--- src/rtl/regfile.sv ---
`default_nettype none
// ============================================================================
//  Module      : regfile
//  Description : 32 x 32-bit general-purpose register file for the five-stage
//                pipeline. One write port fed by write-back and two
//                combinational read ports serving decode. Register 0 is
//                hard-wired to zero. A free-running counter tallies accepted
//                writes for debug.
//
//  Ports
//    clk     in   1   system clock, all state updates on the rising edge
//    rst     in   1   synchronous active-high reset
//    we      in   1   write enable from write-back
//    waddr   in   5   write register address
//    wdata   in   32  write data
//    re1     in   1   read port 1 enable
//    raddr1  in   5   read port 1 address
//    rdata1  out  32  read port 1 data (combinational)
//    re2     in   1   read port 2 enable
//    raddr2  in   5   read port 2 address
//    rdata2  out  32  read port 2 data (combinational)
//    wr_cnt  out  32  number of accepted writes (registered, wraps silently)
//
//  Build option
//    REGFILE_BYPASS_EN : when defined, a write presented in the current cycle
//                        is forwarded to any read port addressing the same
//                        register. When undefined, reads return the stored
//                        value and the new data is visible one cycle later.
//
//  Revision    : 1.0  initial release
// ============================================================================
module regfile #(
    parameter int DEPTH = 32,
    parameter int WIDTH = 32
) (
    input  logic             clk,
    input  logic             rst,
    input  logic             we,
    input  logic [4:0]       waddr,
    input  logic [WIDTH-1:0] wdata,
    input  logic             re1,
    input  logic [4:0]       raddr1,
    output logic [WIDTH-1:0] rdata1,
    input  logic             re2,
    input  logic [4:0]       raddr2,
    output logic [WIDTH-1:0] rdata2,
    output logic [31:0]      wr_cnt
);

    localparam int         c_AW     = 5;
    localparam int         c_NPORTS = 2;
    localparam logic [c_AW-1:0] c_ZERO_ADDR = '0;

    // ------------------------------------------------------------------------
    // Storage and debug counter
    // ------------------------------------------------------------------------
    logic [WIDTH-1:0] r_mem [DEPTH];
    logic [31:0]      r_wr_cnt;

    // A write to r0 is dropped entirely: nothing stored, nothing counted.
    logic w_wr_accept;
    assign w_wr_accept = we && (waddr != c_ZERO_ADDR);

    always_ff @(posedge clk) begin
        if (rst) begin
            for (int i = 0; i < DEPTH; i++) begin
                r_mem[i] <= '0;
            end
            r_wr_cnt <= '0;
        end else if (w_wr_accept) begin
            r_mem[waddr] <= wdata;
            r_wr_cnt     <= r_wr_cnt + 32'd1;
        end
    end

    assign wr_cnt = r_wr_cnt;

    // ------------------------------------------------------------------------
    // Read ports: both ports share identical logic, so they are built from a
    // labelled generate loop over port-indexed views of the inputs.
    // ------------------------------------------------------------------------
    logic [c_NPORTS-1:0] w_re;
    logic [c_AW-1:0]     w_raddr [c_NPORTS];
    logic [WIDTH-1:0]    w_rdata [c_NPORTS];

    assign w_re[0]    = re1;
    assign w_re[1]    = re2;
    assign w_raddr[0] = raddr1;
    assign w_raddr[1] = raddr2;

    genvar p;
    generate
        for (p = 0; p < c_NPORTS; p++) begin : g_rd
            // Priority: reset, disabled port, r0, bypass (if built), array.
            always_comb begin
                w_rdata[p] = '0;
                if (rst) begin
                    w_rdata[p] = '0;
                end else if (!w_re[p]) begin
                    w_rdata[p] = '0;
                end else if (w_raddr[p] == c_ZERO_ADDR) begin
                    w_rdata[p] = '0;
`ifdef REGFILE_BYPASS_EN
                end else if (we && (waddr == w_raddr[p])) begin
                    // Same-cycle forward closes the WB->ID hazard.
                    w_rdata[p] = wdata;
`endif
                end else begin
                    w_rdata[p] = r_mem[w_raddr[p]];
                end
            end
        end
    endgenerate

    assign rdata1 = w_rdata[0];
    assign rdata2 = w_rdata[1];

endmodule
`default_nettype wire

--- config.mk ---
export PLATFORM = sky130hd
export DESIGN_NAME = regfile
export DESIGN_NICKNAME = d
export VERILOG_FILES = /design/src/rtl/regfile.sv
export SDC_FILE = /design/constraint.sdc
export NUM_CORES = 2
export LEC_CHECK = 0
export ABC_AREA = 1
export CAP_MARGIN = 20
export CORE_ASPECT_RATIO = 1.5
export CORE_UTILIZATION = 45
export DETAILED_ROUTE_END_ITERATION = 10
export PLACE_DENSITY_LB_ADDON = 0.3
export SLEW_MARGIN = 20
export SYNTH_ARGS = -nofsm -noshare
export SYNTH_HDL_FRONTEND = slang
export SYNTH_SLANG_ARGS = --single-unit
--- constraint.sdc ---
create_clock -name clk -period 7.7 [get_ports clk]
set_input_delay 2.31 -clock clk [delete_from_list [all_inputs] [get_ports clk]]
set_output_delay 2.31 -clock clk [all_outputs]
set_load 0.01 [all_outputs]
# Yosys cells after proc, flatten, opt, wreduce, memory -nomap -nowiden
# Memories as Yosys holds them, arrays and structs flattened.
# Index checks and enable logic that the tools add are counted.
# classes
n_shift	0
n_bitwise	0
n_mul	0
n_mux	14
n_reduce_logical	5
n_lt_le_gt_ge	0
addsub	1
n_eq_ne	0
div_mod_pow	0
# op_table
operator	count
2-to-1 mux 32 bit	7
adder 32 x 1 -> 32 bit, second input constant	1
OR reduction 32 bit	1
zero test 5 bit	2
2-to-1 mux 1 bit	6
2-to-1 mux 5 bit	1
nonzero test 5 bit	1
logical AND 1 bit	1
# word_totals
elab_cells	22
rom_bits	0
input_bits	52
regBits	32
latchBits	0
memories	1
ramBits	1024
out_inout_bits	96
# memory_table
memory	words	width	read_ports	rd_clocked_by_memory_dff	write_ports	line	source
r_mem	32	32	2	0	32	57	logic [WIDTH-1:0] r_mem [DEPTH];

# Longest topological paths before layout
# depth
ltp_word	7
ltp_mapped	12
mapped_depth_nobuf	10

# Worst setup path after synthesis
# Ideal clock, no wire load.
# synth_timing
path_type	input-to-output
from	in raddr1[1]
to	out rdata1[30]
required_ns	5.390
n_path_buf	3
setup_slack_ns	1.787
t_arrival_ns	3.603
path_stages	10
path_cell_list	clkbuf_1 -> inv_1 -> clkbuf_1 -> clkbuf_1 -> nand3_1 -> nand3_1 -> nand3_1 -> nand3_1 -> nand2_1 -> nor2_1
# synth_between
elab_chain_cells	4
# synth_lines
item	line	source
start, declared	42	input logic [4:0] raddr1,
memory read (32 x 32 bit) / zero test 5 bit (equally long branches)	n/a	
2-to-1 mux 32 bit (*)	101	end else if (w_raddr[p] == c_ZERO_ADDR) begin
2-to-1 mux 32 bit (*)	99	end else if (!w_re[p]) begin
2-to-1 mux 32 bit (*)	97	if (rst) begin
end, declared	43	output logic [WIDTH-1:0] rdata1,
# Mark *: on every way between the ends. The rest lies on a longest branch, timed or not.

# Worst setup path after layout
# layout_timing
from	in raddr1[1]
to	out rdata1[10]
# Same word-level chain as after synthesis.

==> impl_metrics.ini <==
[drt]
drt_iter0_drc = 8758
dr.pass1.iters = 11
wire_per_inst_microns = 23.9
totalWireLength_microns = 233000
route.detailed.drc = 5
antenna_left = 0
viasPerCell = 5.94
vias = 57900

[synthesis]
synth_top_cell_by_area = edfxtp_1
ys_top_cells_by_area = edfxtp_1 51%, nand3_1 14%, nand2_1 14%
avgSynthCellArea_sq_um = 7.51
ys_warn_count = 0
synth_cell_types = 27
synth_area_sq_um = 60700
ys_ff_latch = 1056
yosysTopAreaCellShare = 0.506
synthCells = 8090
ys_seq_area_frac = 0.517

[critical_path]
arrival_ns = 4.96
required_ns = 5.39
cp_top_family = buffers and inverters
cp_num_cells = 10
cp_slowest_cell = clkdlybuf4s50_1
critPathLaunchType = primary input
max_stage_delay_ns = 0.63
reg2regPathDepth = 8
crit_path_max_fanout = 108
critPathKind = in2out
crit_path_cell_trace = buf_8 -> inv_8 -> buf_12 -> o211ai_1 -> nand3_1 -> nand3_1 -> nand2_1 -> nor2_1 -> nor2_1 -> clkdlybuf4s50_1
worstSetupEndpointType = output port
cp.buffers_inverters = 4

[flow_run]
drv_cap = 0

[global_routing]
grt_pass1_wl_microns = 340000
antenna_found_initial = 3
grt_max_degree = 158
grt_usage = 0.336
grt_pass1_vias = 54900
grt_overflow = 0

[worst_hold_path]
hold_path_depth = 2
hold_class = reg2reg

[timing]
finalCriticalPeriod_ns = 7.27
finalSetupViolCount = 0
rsz0062_at_grt = false
setup_tns_ns = 0
slew_headroom = 0.205
slew_viol_final = 0
fin_crit_sh = 0.945
fmax_ghz = 0.137
hold_viol_final = 0
worstMarginPinSlew_ns = 1.19
fin_worst_skew_ns = 0.0178

[cts]
cts_tree = built
ctsResizeCount = 0
cts.htree.levels = 3
root_buffer = clkbuf_16
clk_latency_ns = 0.76
clk_pin_slew_ns = 0.06
numCtsBuffers = 104
clock_path_buffers = 3
cts_hold_buf = 0
cts.sinks = 1056
cts_setup_buffers = 0

[finish]
drive_above_1_share = 0.0570
stdcell_area_sq_um = 67400
final_util = 0.505
syn2layout_area_growth_pct = 11.0
layout.nets = 7972

[placement]
io_buffers = 147
gp_congestion = 0.912
dpl.hpwl_microns = 130000
dpl_cell_area_sq_um = 64000

[run_status]
violations = design-rule violations
status = complete, but fails checks

[power_and_ir_drop]
max-vdd-ir-drop_mv = 0.157
seq_power_share = 0.483
clkPwrFrac = 0.371
p_total_uw = 13900
static-leakage-power_uw = 0.0300
p_comb_frac = 0.147
p_sw_uw = 3950
p_sw_frac = 0.285
power_per_cell_area_nw_per_um2 = 206
intPower_uw = 9920

[die]
start_util = 0.455
coreArea_sq_um = 134000
die_y_microns = 452
boundaryPins = 148
die_w_microns = 302
rows = 164
design.die.area_sq_um = 136000
-- layout make-up --
class	instances	area (sq um)
Antenna cell	1	2.50
Clock buffer	121	2690
Clock inverter	65	592
Fill cell	12400	66200
Inverter	975	3700
Multi-Input combinational cell	5448	23300
Sequential cell	1056	31400
Tap cell	1743	2180
Timing Repair Buffer	334	3540
-- placed cells by master (no fill, tap or decap), drive strengths merged, types with 2 or more instances in the layout --
cell,instances
xor2,3
clkbuf,121
nand4,9
edfxtp,1024
and2,2
bufinv,8
o211ai,100
nand3,1734
inv,974
clkinv,48
nand2,2311
o21ai,12
buf,198
clkdlybuf4s50,136
clkinvlp,10
conb,32
nor2,1190
a21oi,16
dfxtp,32
nor3,13
or2,20
-- metrics by stage --
step	hold WS, ns	setup slack, ns	instances
final	0.506	0.427	9743
after global routing	0.525	0.415	9743
after CTS	0.505	0.579	9734
after detailed placement	0.491	0.579	9548
after global placement	0.485	0.560	9547
after floorplan	0.491	1.79	8121
-- cells by family after synthesis --
kind of cell | count (synthesis) | synth area share
compound gates | 129 | 0.0148
buf+inv | 1617 | 0.104
simple gates | 5282 | 0.364
fa+ha+maj | 1 | 0.000206
xor+xnor | 4 | 0.000577
flops | 1056 | 0.517
other cells | 1 | 0.0000617
-- per-layer routing --
metal  global-route usage  up-vias  routed length, microns
met1                0.417    27000                   81200
met2                0.522     4385                  104000
met3               0.0815     1032                   31400
li1                     -    25500                       -
met4                0.219        4                   16700
met5                    0        -                      27
-- power by group through the flow --
stage          clock network (uW)  registers, uW  logic [uW]
2_1_floorplan                   0           6790        1220
3_3_place_gp                    0           6800        1920
3_5_place_dp                    0           6810        1950
4_1_cts                      5130           6690        1960
5_1_grt                      5310           6720        2180
6_report                     5140           6690        2040
-- path summary, 6_finish.rpt --
check	from	end	slack, ns
worst max-delay path	raddr1[1]	rdata1[10]	0.43
worst min-delay path	wr_cnt[4]	wr_cnt[4]	0.51
worst min register to register	wr_cnt[4]	wr_cnt[4]	0.51
worst max register to register	wr_cnt[1]	wr_cnt[20]	5.78
-- tightest hold or removal path: stages, from the launching register on --
cell and delay [ns]:
dfxtp_1 0.35, inv_1 0.06, a21oi_1 0.05
-- synth_stat cells (all sizes together) --
cell,count
o21bai,1
buf,238
dfxtp,32
and2,2
ha,1
xnor2,1
o211ai,100
conb,1
or2,20
clkbuf,404
a21oi,16
inv,974
xor2,3
nand3,1734
nor2,1190
nor3b,1
clkinv,1
nand3b,1
edfxtp,1024
o21ai,12
nand4,9
nand2,2311
and3,1
nor3,13
-- flip-flops by register name (all words and copies together) (netlist names) --
register	flops
wr_cnt	32
r_mem	1024
Note: power is estimated with default switching activity, not from simulation.
